===== config.mk =====
export PLATFORM = sky130hd
export DESIGN_NAME = instr_fetch_unit
export DESIGN_NICKNAME = d
export VERILOG_FILES = /design/src/rtl/instr_fetch_unit_pkg.sv /design/src/rtl/instr_fetch_unit_fifo.sv /design/src/rtl/instr_fetch_unit.sv
export SDC_FILE = /design/constraint.sdc
export NUM_CORES = 1
export LEC_CHECK = 0
export CAP_MARGIN = 10
export CORE_UTILIZATION = 53
export DETAILED_ROUTE_END_ITERATION = 6
export GPL_ROUTABILITY_DRIVEN = 1
export PLACE_DENSITY = 0.82
export SKIP_CTS_REPAIR_TIMING = 1
export SLEW_MARGIN = 30
export SYNTH_ARGS = -nofsm -noshare
export SYNTH_HDL_FRONTEND = slang
export SYNTH_SLANG_ARGS = --single-unit

===== constraint.sdc =====
create_clock -name clk -period 3.3 [get_ports clk]
set_clock_uncertainty 0.1 [all_clocks]
set_input_delay 0.495 -clock clk [delete_from_list [all_inputs] [get_ports clk]]
set_output_delay 0.495 -clock clk [all_outputs]
set_load 0.005 [all_outputs]

===== src/rtl/instr_fetch_unit_pkg.sv =====
// Shared constants and payload types for the instruction fetch unit.
package instr_fetch_unit_pkg;

    localparam logic [31:0] NOP_INSTR        = 32'h0000_0013;
    localparam logic [31:0] RESET_PC_DEFAULT = 32'h0000_0000;
    localparam logic [31:0] PC_INCR          = 32'd4;

    // One buffered fetch result: the word and the address it came from.
    typedef struct packed {
        logic [31:0] pc;
        logic [31:0] instr;
    } fetch_entry_t;

    // Force a target address onto a word boundary.
    function automatic logic [31:0] align_pc(input logic [31:0] addr);
        return addr & ~32'd3;
    endfunction

endpackage


===== src/rtl/instr_fetch_unit_fifo.sv =====
// Synchronous FIFO of fetched {pc, instr} entries with flush.
// The head entry resets to RESET_ENTRY so decode sees a NOP at the reset PC.
module instr_fetch_unit_fifo
    import instr_fetch_unit_pkg::*;
#(
    parameter int unsigned  DEPTH       = 2,
    parameter fetch_entry_t RESET_ENTRY = '{pc: RESET_PC_DEFAULT, instr: NOP_INSTR}
) (
    input  logic                   clk,
    input  logic                   rst_n,
    input  logic                   flush,
    input  logic                   push,
    input  fetch_entry_t           push_data,
    input  logic                   pop,
    output fetch_entry_t           head,
    output logic                   full,
    output logic                   empty,
    output logic [$clog2(DEPTH):0] count
);

    localparam int unsigned AW = $clog2(DEPTH);
    localparam int unsigned CW = AW + 1;

    fetch_entry_t  mem [DEPTH];
    logic [AW-1:0] wr_ptr;
    logic [AW-1:0] rd_ptr;
    logic          do_push;
    logic          do_pop;

    assign full    = (count == CW'(DEPTH));
    assign empty   = (count == '0);
    assign do_push = push && !full;
    assign do_pop  = pop && !empty;
    assign head    = mem[rd_ptr];

    // Storage and pointer update; flush empties without touching storage.
    always_ff @(posedge clk or negedge rst_n) begin
        if (!rst_n) begin
            for (int i = 0; i < int'(DEPTH); i++) begin
                mem[i] <= RESET_ENTRY;
            end
            wr_ptr <= '0;
            rd_ptr <= '0;
            count  <= '0;
        end else if (flush) begin
            wr_ptr <= '0;
            rd_ptr <= '0;
            count  <= '0;
        end else begin
            assert (!(push && full));
            if (do_push) begin
                mem[wr_ptr] <= push_data;
                wr_ptr      <= wr_ptr + AW'(1);
            end
            if (do_pop) begin
                rd_ptr <= rd_ptr + AW'(1);
            end
            count <= count + CW'(do_push) - CW'(do_pop);
        end
    end

endmodule


===== src/rtl/instr_fetch_unit.sv =====
// Instruction fetch unit: PC generation, credit-limited memory reads,
// response buffering and redirect flush.
// Optional macro FETCH_BYPASS_EN: forward a response straight to decode
// when nothing is buffered (zero-cycle response-to-decode latency).
module instr_fetch_unit
    import instr_fetch_unit_pkg::*;
#(
    parameter logic [31:0] RESET_PC   = RESET_PC_DEFAULT,
    parameter int unsigned FIFO_DEPTH = 2
) (
    input  logic        clk,
    input  logic        rst_n,
    output logic        imem_req,
    output logic [31:0] imem_addr,
    input  logic        imem_gnt,
    input  logic        imem_rvalid,
    input  logic [31:0] imem_rdata,
    input  logic        redirect,
    input  logic [31:0] redirect_pc,
    output logic        instr_valid,
    output logic [31:0] instr,
    output logic [31:0] instr_pc,
    input  logic        instr_ready
);

    localparam int unsigned CW = $clog2(FIFO_DEPTH) + 1;

    logic [31:0]   pc,          pc_n;
    logic [31:0]   resp_pc,     resp_pc_n;
    logic [CW-1:0] outstanding, outstanding_n;
    logic [CW-1:0] drop,        drop_n;

    logic          fire;
    logic          keep;
    logic          fifo_push;
    logic          fifo_pop;
    logic          fifo_full;
    logic          fifo_empty;
    logic [CW-1:0] fifo_count;
    logic [CW:0]   credit_used;
    fetch_entry_t  fifo_head;
    fetch_entry_t  resp_entry;

    // Credit check counts words in flight plus words already buffered.
    assign credit_used = {1'b0, outstanding} + {1'b0, fifo_count};
    assign imem_req    = !redirect && (credit_used < (CW + 1)'(FIFO_DEPTH));
    assign imem_addr   = pc;
    assign fire        = imem_req && imem_gnt;
    assign keep        = imem_rvalid && !redirect && (drop == '0);
    assign resp_entry  = '{pc: resp_pc, instr: imem_rdata};
    assign fifo_pop    = !fifo_empty && instr_ready && !redirect;

`ifdef FETCH_BYPASS_EN
    logic bypass;
    assign bypass      = keep && fifo_empty;
    assign instr_valid = !fifo_empty || bypass;
    assign instr       = bypass ? imem_rdata : fifo_head.instr;
    assign instr_pc    = bypass ? resp_pc    : fifo_head.pc;
    assign fifo_push   = keep && !(bypass && instr_ready);
`else
    assign instr_valid = !fifo_empty;
    assign instr       = fifo_head.instr;
    assign instr_pc    = fifo_head.pc;
    assign fifo_push   = keep;
`endif

    // Next-state for PCs and the in-flight / discard counters; redirect wins.
    always_comb begin
        pc_n          = pc;
        resp_pc_n     = resp_pc;
        outstanding_n = outstanding;
        drop_n        = drop;
        if (redirect) begin
            pc_n          = align_pc(redirect_pc);
            resp_pc_n     = align_pc(redirect_pc);
            outstanding_n = outstanding - CW'(imem_rvalid);
            drop_n        = outstanding - CW'(imem_rvalid);
        end else begin
            if (fire) begin
                pc_n = pc + PC_INCR;
            end
            if (keep) begin
                resp_pc_n = resp_pc + PC_INCR;
            end
            outstanding_n = outstanding + CW'(fire) - CW'(imem_rvalid);
            if (imem_rvalid && (drop != '0)) begin
                drop_n = drop - CW'(1);
            end
        end
    end

    // State registers.
    always_ff @(posedge clk or negedge rst_n) begin
        if (!rst_n) begin
            pc          <= RESET_PC;
            resp_pc     <= RESET_PC;
            outstanding <= '0;
            drop        <= '0;
        end else begin
            if (imem_rvalid) begin
                assert (outstanding != '0);
            end
            pc          <= pc_n;
            resp_pc     <= resp_pc_n;
            outstanding <= outstanding_n;
            drop        <= drop_n;
        end
    end

    instr_fetch_unit_fifo #(
        .DEPTH       (FIFO_DEPTH),
        .RESET_ENTRY ('{pc: RESET_PC, instr: NOP_INSTR})
    ) u_fetch_fifo (
        .clk       (clk),
        .rst_n     (rst_n),
        .flush     (redirect),
        .push      (fifo_push),
        .push_data (resp_entry),
        .pop       (fifo_pop),
        .head      (fifo_head),
        .full      (fifo_full),
        .empty     (fifo_empty),
        .count     (fifo_count)
    );

    logic unused_full;
    assign unused_full = fifo_full;

endmodule


Word-level counts from Yosys, hierarchy flattened. Index checks and enable logic that the tools add are counted.

Logic and storage cells: 70. Input bits: 70. Register bits: 200.

Bitwise gates (word level): 3. Equal/unequal tests: 1. Reduce and logical (&&, ||, !) cells: 22. Magnitude comparators: 4. $add $sub $neg: 11. Muxes and demuxes: 18.

Operators by type and width (count): 64-bit two-way mux (4); 128-bit bitwise mux (1); 32-bit two-way mux (4); 32-bit by 3-bit adder with 32-bit output, second input constant (2); 64-bit demux with 1-bit select (1); 2-bit nonzero test (6); 1-bit logical AND (10); 2-bit two-way mux (4); 2-bit by 1-bit subtractor with 2-bit output (3); 2-bit by 1-bit adder with 2-bit output (2); 2-bit greater-or-equal comparator, second input constant (2); 2-bit zero test (2); 1-bit two-way mux (4); 1-bit NOT with 2-bit output (2); 2-bit by 2-bit adder with 3-bit output (1); 1-bit zero test (3); 3-bit by 2-bit < comparator with 1-bit output, second input constant (1); 1-bit adder, second input constant (2); 2-bit == test, second input constant (1); 2-bit by 1-bit < comparator with 1-bit output, second input constant (1); 2-bit AND reduction (1); 2-bit by 1-bit subtractor with 2-bit output, second input constant (1); 1-bit NOT (1).

Logic depth before layout (Yosys ltp). Gate-level depths: netlist of the first run.

Depth after elaboration: 7. Gate-level depth with buffers: 11. Mapped depth without buffers: 11.

By module. Synthesis of the first run repeated with hierarchy kept, for this count alone.

Cells, all modules: 800. Area, all modules: 9805.7 um2.

By module, submodules not included: instr_fetch_unit_fifo (seq. area each 3310.7 um2, times used 1, cells an instance 365, area an instance 5750.5 um2); instr_fetch_unit (seq. area each 1601.5 um2, times used 1, cells an instance 435, area an instance 4055.1 um2).

Least setup slack after synthesis of the first run. No wires, ideal clock.

Kind: reg2reg. Start: register u_fetch_fifo.count[0]. End: register outstanding[1]. Required time: 3121 ps. Setup slack: 453 ps. Setup time: 79 ps. Arrival time: 2668 ps. Stages on the path, launching flop included: 12. Path buffers: 0. Clock period less this slack: 2847 ps. Path through: dfrtp_1 inv_1 nor2_1 fa_1 nor3b_1 nand2_1 ha_1 inv_1 ha_1 xnor2_1 o21ai_0 xor2_1.

Cells in the longest elaborated chain, start to end: 7.

Ends and longest elaborated chain: from (decl) (RTL line instr_fetch_unit_fifo.sv:18) `output logic [$clog2(DEPTH):0] count`; from (signal assigned) (RTL line instr_fetch_unit_fifo.sv:58) `count <= count + CW'(do_push) - CW'(do_pop);`; 2-bit by 2-bit adder with 3-bit output (RTL line instr_fetch_unit.sv:45) `assign credit_used = {1'b0, outstanding} + {1'b0, fifo_count};`; 3-bit by 2-bit < comparator with 1-bit output (RTL line instr_fetch_unit.sv:46) `assign imem_req = !redirect && (credit_used < (CW + 1)'(FIFO_DEPTH));`; 1-bit logical AND (RTL line instr_fetch_unit.sv:46); 1-bit logical AND (RTL line instr_fetch_unit.sv:48) `assign fire = imem_req && imem_gnt;`; 2-bit by 1-bit adder with 2-bit output (RTL line instr_fetch_unit.sv:85) `outstanding_n = outstanding + CW'(fire) - CW'(imem_rvalid);`; 2-bit by 1-bit subtractor with 2-bit output (RTL line instr_fetch_unit.sv:85); 2-bit two-way mux (RTL line instr_fetch_unit.sv:73) `if (redirect) begin`; named net outstanding_n[1] (RTL line instr_fetch_unit.sv:30) `logic [CW-1:0] outstanding, outstanding_n;`; to (signal assigned) (RTL line instr_fetch_unit.sv:105) `outstanding <= outstanding_n;`; to (decl) (RTL line instr_fetch_unit.sv:30).

The timed path passes the listed nets, and every way through them passes these cells. A chain may end at the register's enable or synchronous reset.

Final worst setup path of the first run.
Start: register u_fetch_fifo.count[0]. End: register pc[24], in the netlist imem_addr[24].

Cells in the longest elaborated chain, start to end: 5.

Ends and longest elaborated chain: 2-bit by 2-bit adder with 3-bit output (RTL line instr_fetch_unit.sv:45); 3-bit by 2-bit < comparator with 1-bit output (RTL line instr_fetch_unit.sv:46); 1-bit logical AND (RTL line instr_fetch_unit.sv:46); 1-bit logical AND (RTL line instr_fetch_unit.sv:48); 2-bit nonzero test (no source line); to (signal assigned) (RTL line instr_fetch_unit.sv:103) `pc <= pc_n;`; to (decl) (RTL line instr_fetch_unit.sv:28) `logic [31:0] pc, pc_n;`.

Every way passes these cells.

==> reports/qor.txt, run 1 <==
Iter 0 DRT Violations -> 355
Worst setup SP type -> flop
Max-Cap Viols -> 0
Crit. End Element -> flop
VDD IR max -> 0.507 mV
Die ar. -> 18400 µm²
Yosys cell types -> 47
DPL Wire Length -> 14800 µm
Dpl cells -> 1139
Commonest cells in the netlist -> 206 x mux2_2, 186 x dfrtp_1, 33 x nor2_1
CP Class -> flop to flop
Post-route insts no fill -> 1171
Layout cells sized above 1 -> 0.290
CORE AREA -> 17400 µm²
Leak -> 0.00494 µW
# IOs -> 168
Fin crit period -> 2.98 ns
Ys async rst share -> 1.00
Clock Latency Late Sink -> 0.43 ns
Rows -> 48
Post-Syn Area -> 9470 µm²
#FFs+latches synth -> 192
Setup_tns -> 0 ns
Overall power -> 8880 µW
RSZ-0062 raised after global routing -> false
Routed WL per cell -> 18.6 µm
# DRC -> 0
Top cell type's share of synthesized area -> 0.492
Number of global-route vias before repair -> 6956
F_max -> 336 MHz
Final Slew Violations -> 0
Relative slew slack -> 0.560
Failing checks -> hold timing
Met2 WL -> 10700 µm
Fin crit share -> 0.903
Slowest CP cell -> or4_1
Met1 Wirelength -> 9460 µm
Tightest Pin Transition -> 0.659 ns
Largest net degree at the start of global routing -> 79
CTS clk-pin slew, worst paths -> 0.07 ns
Avg Inst Size Synth -> 12.2 µm²
TritonRoute pass-1 iters -> 5
First-pass GRT wire length -> 35300 µm
Initial antenna violation count -> 0
Reg-to-reg slack, setup -> 0.32 ns
CTS H-tree depth -> 4
Synth Warn # -> 0
Root buf cell -> clkbuf_16
Routed met3 length -> 1090 µm
Endpoints failing setup -> 0
Layout area overhead -> 26.3%
Die Y -> 136 µm
Clk buf depth -> 2
Pwr Density -> 742 nW/µm²
# diodes -> 0
Number of CTS-inserted buffers -> 17
EDFF count, synth -> 0
Fin. Hold Viols -> 1
CTS tree -> done
Vias per cell -> 5.87
Hold WS -> -0.00330 ns
Synth Instances -> 776
Max layer used -> met4
CP peak stage delay -> 0.68 ns
Worst path cell trace -> inv_1 -> nor2_1 -> fa_1 -> nand4bb_1 -> or4_1 -> or4_1 -> a31oi_1
I/O Buffers -> 161
Drt total wl -> 21800 µm
CP dominant cell by count -> or4_1
Max Fanout on Critical Path -> 12
Post-route ant nets -> 0
DIE WIDTH -> 136 µm
Gr ovfl total -> 0
Initial Util -> 0.546
Status -> finished with violations
Fin nets -> 1012
Seq/Total Area, Yosys -> 0.508
Cell with the most instances after synthesis -> mux2_2
Gr usage total -> 0.245
Yosys top cell by area -> dfrtp_1
CP Data Arrival Time -> 3.24 ns
DR vias -> 6873
Final RePlAce weighted congestion -> 0.825
HP Class -> input port to async pin
Main synth FF type -> dfrtp_1
WP data required -> 3.56 ns
# clock sinks -> 192
Top cells by area in the synthesized netlist -> dfrtp_1 49%, mux2_2 24%, xnor2_1 1.8%
==> sequential cells by signal, indices dropped and copies added, names as in the netlist <==
name / count
u_fetch_fifo.mem: 124
imem_addr: 30
u_fetch_fifo.wr_ptr: 1
u_fetch_fifo.count: 2
u_fetch_fifo.rd_ptr: 1
drop: 2
resp_pc: 30
outstanding: 2
==> metal layers <==
layer,vias to the layer above,track usage
li1,3166,-
met1,3466,0.326
met2,204,0.400
met3,37,0.0520
met4,0,0.0768
met5,-,0
==> report_power, final <==
group	internal, µW	switching [µW]
Clock	1080	931
Sequential	3110	500
Combinational	2130	1130
==> stage by stage <==
| stage | area (µm²) | utilization | hold slack [ns] | setup slack, ns |
|---|---|---|---|---|
| after floorplan | 9480 | - | 0.0994 | 0.453 |
| after global placement | 11400 | 0.656 | 0.383 | 0.470 |
| after detailed placement | 11400 | 0.656 | 0.390 | 0.412 |
| after CTS | 12000 | 0.689 | 0.0146 | 0.370 |
| after global routing | 12000 | 0.689 | 0.0396 | 0.174 |
| final | 12000 | 0.689 | -0.00330 | 0.320 |
==> final cells by class <==
cell class,count,area [µm²]
inverter,19,71.3
tap,225,282
timing repair buffer,180,1820
sequential,192,4810
multi-input combinational,523,4410
fill,1303,5400
clock buffer,20,447
clock inverter,12,121
==> cell families (layout without fill, tap and decap cells) <==
| kind of cell | count (synthesis) | in the layout | synth area share |
|---|---|---|---|
| multiplexers | 208 | 208 | 0.247 |
| AND/OR/NAND/NOR | 203 | 203 | 0.123 |
| flip-flops | 192 | 192 | 0.508 |
| AO/OA/AOI/OAI | 68 | 68 | 0.0506 |
| buffers and inverters | 64 | 231 | 0.0291 |
| XOR/XNOR | 31 | 31 | 0.0287 |
| adder cells (fa/ha/maj) | 9 | 9 | 0.0127 |
| other | 1 | 4 | 0.000396 |
==> path summary, 6_finish.rpt <==
kind,cells past startpoint,to,from
max in group asynchronous,2,u_fetch_fifo.mem[4]$_DFFE_PN1P_,rst_n
worst min-delay path,1,imem_addr[31]$_DFFE_PN0P_,rst_n
worst max register to register,7,imem_addr[24]$_DFFE_PN0P_,u_fetch_fifo.count[0]$_DFF_PN0_
worst max-delay path,7,imem_addr[24]$_DFFE_PN0P_,u_fetch_fifo.count[0]$_DFF_PN0_
worst min register to register,1,u_fetch_fifo.mem[102]$_DFFE_PN0P_,u_fetch_fifo.mem[102]$_DFFE_PN0P_
min in group clk,1,u_fetch_fifo.mem[102]$_DFFE_PN0P_,u_fetch_fifo.mem[102]$_DFFE_PN0P_
==> critical path: cells and delay by family, from the launching register on <==
| kind | cells | cell delay (ns) |
|---|---|---|
| simple gates | 4 | 1.70 |
| fa+ha+maj | 1 | 0.48 |
| flops | 1 | 0.38 |
| compound gates | 1 | 0.17 |
| buf+inv | 1 | 0.08 |
==> cell usage in the layout, fill, tap and decap left out, drive strengths merged, types with 3 or more instances in the layout <==
master         count
and4              16
a311oi             4
xor2              12
dfrtp            186
ha                 8
mux2             206
a21oi              8
or4               16
xnor2             19
nor3              21
clkinvlp           3
clkdlybuf4s50    159
and3               6
nand2             24
and2               9
nand2b             7
a31oi             11
o21ai              8
o31ai              9
conb               4
buf               20
or2                3
clkbuf            21
dfstp              6
nor2              33
nand3             19
a211oi            16
nor4              15
nor2b              6
inv               25
nand4             22
No activity file was read; power rests on OpenSTA's default activity.
==> inputs of run 2 (changes only) <==
CELL_PAD_IN_SITES_DETAIL_PLACEMENT = 0   (was default)
CELL_PAD_IN_SITES_GLOBAL_PLACEMENT = 2   (was default)
CORE_UTILIZATION = 35   (was 53)
SLEW_MARGIN = 20   (was 30)
==> run 2 against run 1 <==
- the run ends with DRC left
- via count is 4.2% lower
- cell count is 9.4% higher
- combinational power hardly changed
- clock power is 2% higher
- routed wire length is 5.6% higher
- flip-flop and latch count stayed put
- clock-buffer cell count is 3 lower
- sequential power is 1% lower
- maximum frequency is 2.9% higher
- global-route usage is 7.3 points lower
- highest routed layer unchanged
- worst setup slack better by 0.085 ns
- cell area is 1.4% higher
==> reports/qor.txt, run 2 (synthesis gave the netlist of run 1 again) <==
Fin crit period -> 2.90 ns
Comb pwr share -> 0.367
Tightest Pin Transition -> 0.697 ns
Failing checks -> DRC
Clk buf depth -> 2
CP Data Arrival Time -> 3.15 ns
Post-route ant nets -> 0
Die ar. -> 27700 µm²
# diodes -> 0
Fin crit share -> 0.878
Status -> finished with violations
Worst setup SP type -> flop
DR vias -> 6586
P_sw -> 2640 µW
Final RePlAce weighted congestion -> 0.760
Clk pwr share -> 0.232
Most flop-heavy register -> u_fetch_fifo.mem
WP data required -> 3.56 ns
Rows -> 59
F_max -> 345 MHz
I/O Buffers -> 161
Sequential share of power -> 0.402
Layout cells sized above 1 -> 0.291
CTS tree -> done
Most frequent cells in the layout -> 206 x mux2_2, 185 x dfrtp_1, 159 x clkdlybuf4s50_1
Initial Util -> 0.360
Switching share of power -> 0.296
Max Fanout on Critical Path -> 12
First-pass GRT wire length -> 37700 µm
CORE AREA -> 26300 µm²
Crit. End Element -> flop
Post-layout util -> 0.462
Gr ovfl total -> 0
Iter 0 DRT Violations -> 327
Routed WL per cell -> 17.9 µm
DPL Wire Length -> 15700 µm
Setup_tns -> 0 ns
DIE WIDTH -> 166 µm
Multi-input logic area -> 4410 µm²
Layout area overhead -> 28.1%
# IOs -> 168
Gr usage total -> 0.172
Relative slew slack -> 0.532
Fill cells -> 2429
Clock Latency Late Sink -> 0.43 ns
Final Slew Violations -> 0
# DRC -> 10
CTS H-tree depth -> 4
Initial antenna violation count -> 0
HP Class -> input port to flop
RSZ-0062 raised after global routing -> false
Pwr Density -> 733 nW/µm²
Root buf cell -> clkbuf_16
Endpoints failing setup -> 0
Max reg flops -> 124
Number of global-route vias before repair -> 6838
Leak -> 0.00496 µW
Drt total wl -> 23000 µm
# clock sinks -> 192
CTS clk-pin slew, worst paths -> 0.08 ns
Fin nets -> 1012
Largest net degree at the start of global routing -> 77
TritonRoute pass-1 iters -> 7
Die Y -> 166 µm
Fin. Hold Viols -> 0
Number of CTS-inserted buffers -> 17
CP Class -> flop to flop
Most common cell after layout, fill and taps aside -> mux2_2
Internal -> 6250 µW
Sequential cell area -> 4810 µm²
VDD IR max -> 0.336 mV
Max-Cap Viols -> 0
Vias per cell -> 5.14
[run 2: cell types whose count changed in the layout (fill, tap and decap cells not counted), moves of 2 or more]
cell / before / now
clkbuf_1: 2 / 0
clkinv_8: 0 / 3
inv_8: 1 / 3
inv_6: 5 / 7
buf_4: 14 / 12
clkinvlp_4: 3 / 0
[run 2: final cells by class]
cell class	instances	area share
clock buffer	17	0.0351
clock inverter	15	0.0133
inverter	19	0.00588
multi-input combinational	523	0.363
sequential	192	0.397
tap	335	0.0346
timing repair buffer	180	0.151
[run 2: worst paths after layout]
kind,end,slack [ns],cells past startpoint,from
max,imem_addr[24]$_DFFE_PN0P_,0.40,7,u_fetch_fifo.count[0]$_DFF_PN0_
min,u_fetch_fifo.count[1]$_DFF_PN0_,0.35,2,redirect
max reg2reg,imem_addr[24]$_DFFE_PN0P_,0.40,7,u_fetch_fifo.count[0]$_DFF_PN0_
min reg2reg,u_fetch_fifo.mem[31]$_DFFE_PN0P_,0.40,1,u_fetch_fifo.mem[31]$_DFFE_PN0P_
max in group asynchronous,u_fetch_fifo.mem[1]$_DFFE_PN1P_,1.75,3,rst_n
min in group asynchronous,u_fetch_fifo.mem[36]$_DFFE_PN0P_,0.51,2,rst_n
[run 2: per-stage QoR]
stage                     power [µW]  instances  cell area [µm²]  worst slack [ns]  hold WS [ns]
after CTS                       9040       1280            12100             0.388       -0.0509
after global routing            9460       1281            12100             0.194         0.361
after global placement          6870       1248            11500             0.441         0.384
after detailed placement        6930       1248            11500             0.422         0.392
final                           8890       1281            12100             0.404         0.352
after floorplan                 5240        779             9480             0.453        0.0994
[run 2: worst max-delay path, stage by stage (launching register included)]
cell	delay, ns
dfrtp_1	0.39
inv_1	0.08
nor2_1	0.05
fa_1	0.49
nand4bb_1	0.31
or4_1	0.67
or4_1	0.57
a31oi_1	0.16
[run 2: power groups by stage]
stage / Combinational (µW) / Clock (µW) / Sequential (µW)
2_1_floorplan: 1770 / 0 / 3480
3_3_place_gp: 3280 / 0 / 3590
3_5_place_dp: 3310 / 0 / 3620
4_1_cts: 3330 / 2130 / 3580
5_1_grt: 3550 / 2210 / 3690
6_report: 3260 / 2060 / 3570
[run 2: per-layer routing]
layer | vias up | global-route usage | part of all wire
met4 | 0 | 0.0455 | 0.012
met1 | 3290 | 0.233 | 0.47
met2 | 110 | 0.286 | 0.48
li1 | 3172 | - | -
met5 | - | 0 | 0
met3 | 14 | 0.0288 | 0.030
==> inputs of run 3 (changes only) <==
clock period = 3 ns   (was 3.3 ns; I/O delays follow)
==> run 3 against run 2 <==
- the flow still finishes with violations (DRC)
- critical endpoint unchanged
- flip-flop and latch count unchanged
- worst setup slack got worse by 0.18 ns
- die area unchanged
- cell area increased by 0.47%
- core utilization increased by 0.22 points
- non-clock buffer count increased by 2
- via count increased by 1.6%
- largest cell class unchanged
- clock-buffer cell count increased by 1
- worst hold slack got worse by 0.028 ns
==> reports/qor.txt, run 3 (synthesis gave the netlist of run 1 again) <==
CP Class -> flop to flop
Internal -> 7210 µW
Vias per cell -> 5.21
Crit. End Element -> flop
Endpoints failing setup -> 0
Most frequent cells in the layout -> 206 x mux2_2, 185 x dfrtp_1, 159 x clkdlybuf4s50_1
Finished Cell Area -> 12200 µm²
Fill cells -> 2413
Rows -> 59
TritonRoute pass-1 iters -> 7
DPL Wire Length -> 15900 µm
# diodes -> 0
Iter 0 DRT Violations -> 295
Layout cells sized above 1 -> 0.292
Max Fanout on Critical Path -> 12
Switching share of power -> 0.280
RSZ-0062 raised after global routing -> false
Drt total wl -> 23100 µm
WP data required -> 3.26 ns
Layout area overhead -> 28.7%
First-pass GRT wire length -> 38000 µm
Fin. Hold Viols -> 0
Failing checks -> DRC
Max reg flops -> 124
Fin crit share -> 0.925
Status -> finished with violations
CTS clk-pin slew, worst paths -> 0.07 ns
Leak -> 0.00499 µW
Gr usage total -> 0.173
Fin nets -> 1014
# clock sinks -> 192
CTS H-tree depth -> 4
Placed Instance Area -> 11500 µm²
Initial Util -> 0.360
Pwr Density -> 822 nW/µm²
# IOs -> 168
Largest net degree at the start of global routing -> 80
Number of global-route vias before repair -> 6894
Clock Latency Late Sink -> 0.43 ns
Die Y -> 166 µm
Die ar. -> 27700 µm²
I/O Buffers -> 161
HP Class -> input port to flop
Clk buf depth -> 2
VDD IR max -> 0.443 mV
Most common cell after layout, fill and taps aside -> mux2_2
Sequential share of power -> 0.395
CTS tree -> done
Relative slew slack -> 0.541
DIE WIDTH -> 166 µm
Post-route ant nets -> 0
CP Data Arrival Time -> 3.03 ns
Multi-input logic area -> 4410 µm²
Final RePlAce weighted congestion -> 0.762
Worst setup SP type -> flop
Sequential cell area -> 4810 µm²
Max-Cap Viols -> 0
Fin crit period -> 2.78 ns
F_max -> 360 MHz
Comb pwr share -> 0.357
Number of CTS-inserted buffers -> 17
Tightest Pin Transition -> 0.683 ns
Most flop-heavy register -> u_fetch_fifo.mem
# DRC -> 10
Final Slew Violations -> 0
Root buf cell -> clkbuf_16
Clk pwr share -> 0.248
P_sw -> 2810 µW
Routed WL per cell -> 18.0 µm
Setup_tns -> 0 ns
Initial antenna violation count -> 0
DR vias -> 6689
Gr ovfl total -> 0
CORE AREA -> 26300 µm²
## run 3: cell types whose count changed in the layout (fill, tap and decap cells not counted), sizes merged
cell,before,now
inv,29,23
clkinv,5,4
bufinv,0,4
clkbuf,18,19
buf,19,21
clkinvlp,0,2
## run 3: worst paths after layout
check / cells past startpoint / from / to / slack, ns
setup / recovery: 7 / u_fetch_fifo.count[0]$_DFF_PN0_ / imem_addr[24]$_DFFE_PN0P_ / 0.22
hold / removal: 2 / redirect / u_fetch_fifo.wr_ptr$_DFFE_PN0P_ / 0.32
setup reg to reg: 7 / u_fetch_fifo.count[0]$_DFF_PN0_ / imem_addr[24]$_DFFE_PN0P_ / 0.22
hold reg to reg: 1 / u_fetch_fifo.mem[11]$_DFFE_PN0P_ / u_fetch_fifo.mem[11]$_DFFE_PN0P_ / 0.40
max in group asynchronous: 3 / rst_n / u_fetch_fifo.mem[1]$_DFFE_PN1P_ / 1.37
min in group asynchronous: 2 / rst_n / u_fetch_fifo.mem[31]$_DFFE_PN0P_ / 0.52
## run 3: cell type report
class / count / share of cell area
inverter: 19 / 0.00585
multi-input combinational: 523 / 0.362
tap: 335 / 0.0344
sequential: 192 / 0.395
clock buffer: 18 / 0.0360
clock inverter: 14 / 0.0166
timing repair buffer: 182 / 0.150
## run 3: per-layer routing
| layer | up-vias | global-route usage | part of all wire |
|---|---|---|---|
| met5 | - | 0 | 0 |
| met4 | 0 | 0.0326 | 0.0083 |
| met3 | 11 | 0.0352 | 0.034 |
| met2 | 106 | 0.287 | 0.49 |
| met1 | 3391 | 0.234 | 0.46 |
| li1 | 3181 | - | - |
## run 3: worst max-delay path, cell delays in order, from the launching register on
cell and delay [ns]:
dfrtp_1 0.36, inv_1 0.06, nor2_1 0.13, fa_1 0.48, nand4bb_1 0.22, or4_1 0.63
or4_1 0.56, a31oi_1 0.16
## run 3: power groups by stage
stage / clock network, µW / logic [µW] / registers [µW]
finish: 2480 / 3580 / 3950
floorplan: 0 / 1950 / 3820
global placement: 0 / 3600 / 3980
detailed placement: 0 / 3620 / 4010
global route: 2660 / 3890 / 4090
CTS: 2560 / 3650 / 3960
## run 3: metrics by stage
stage | total power [µW] | std cells | hold WS (ns) | worst slack, ns | utilization
floorplan | 5770 | 779 | 0.0544 | 0.153 | -
global placement | 7580 | 1250 | 0.384 | 0.240 | 0.439
detailed placement | 7630 | 1250 | 0.392 | 0.238 | 0.439
CTS | 10200 | 1282 | -0.0305 | 0.165 | 0.463
global route | 10600 | 1283 | 0.328 | 0.0850 | 0.464
finish | 10000 | 1283 | 0.324 | 0.224 | 0.464
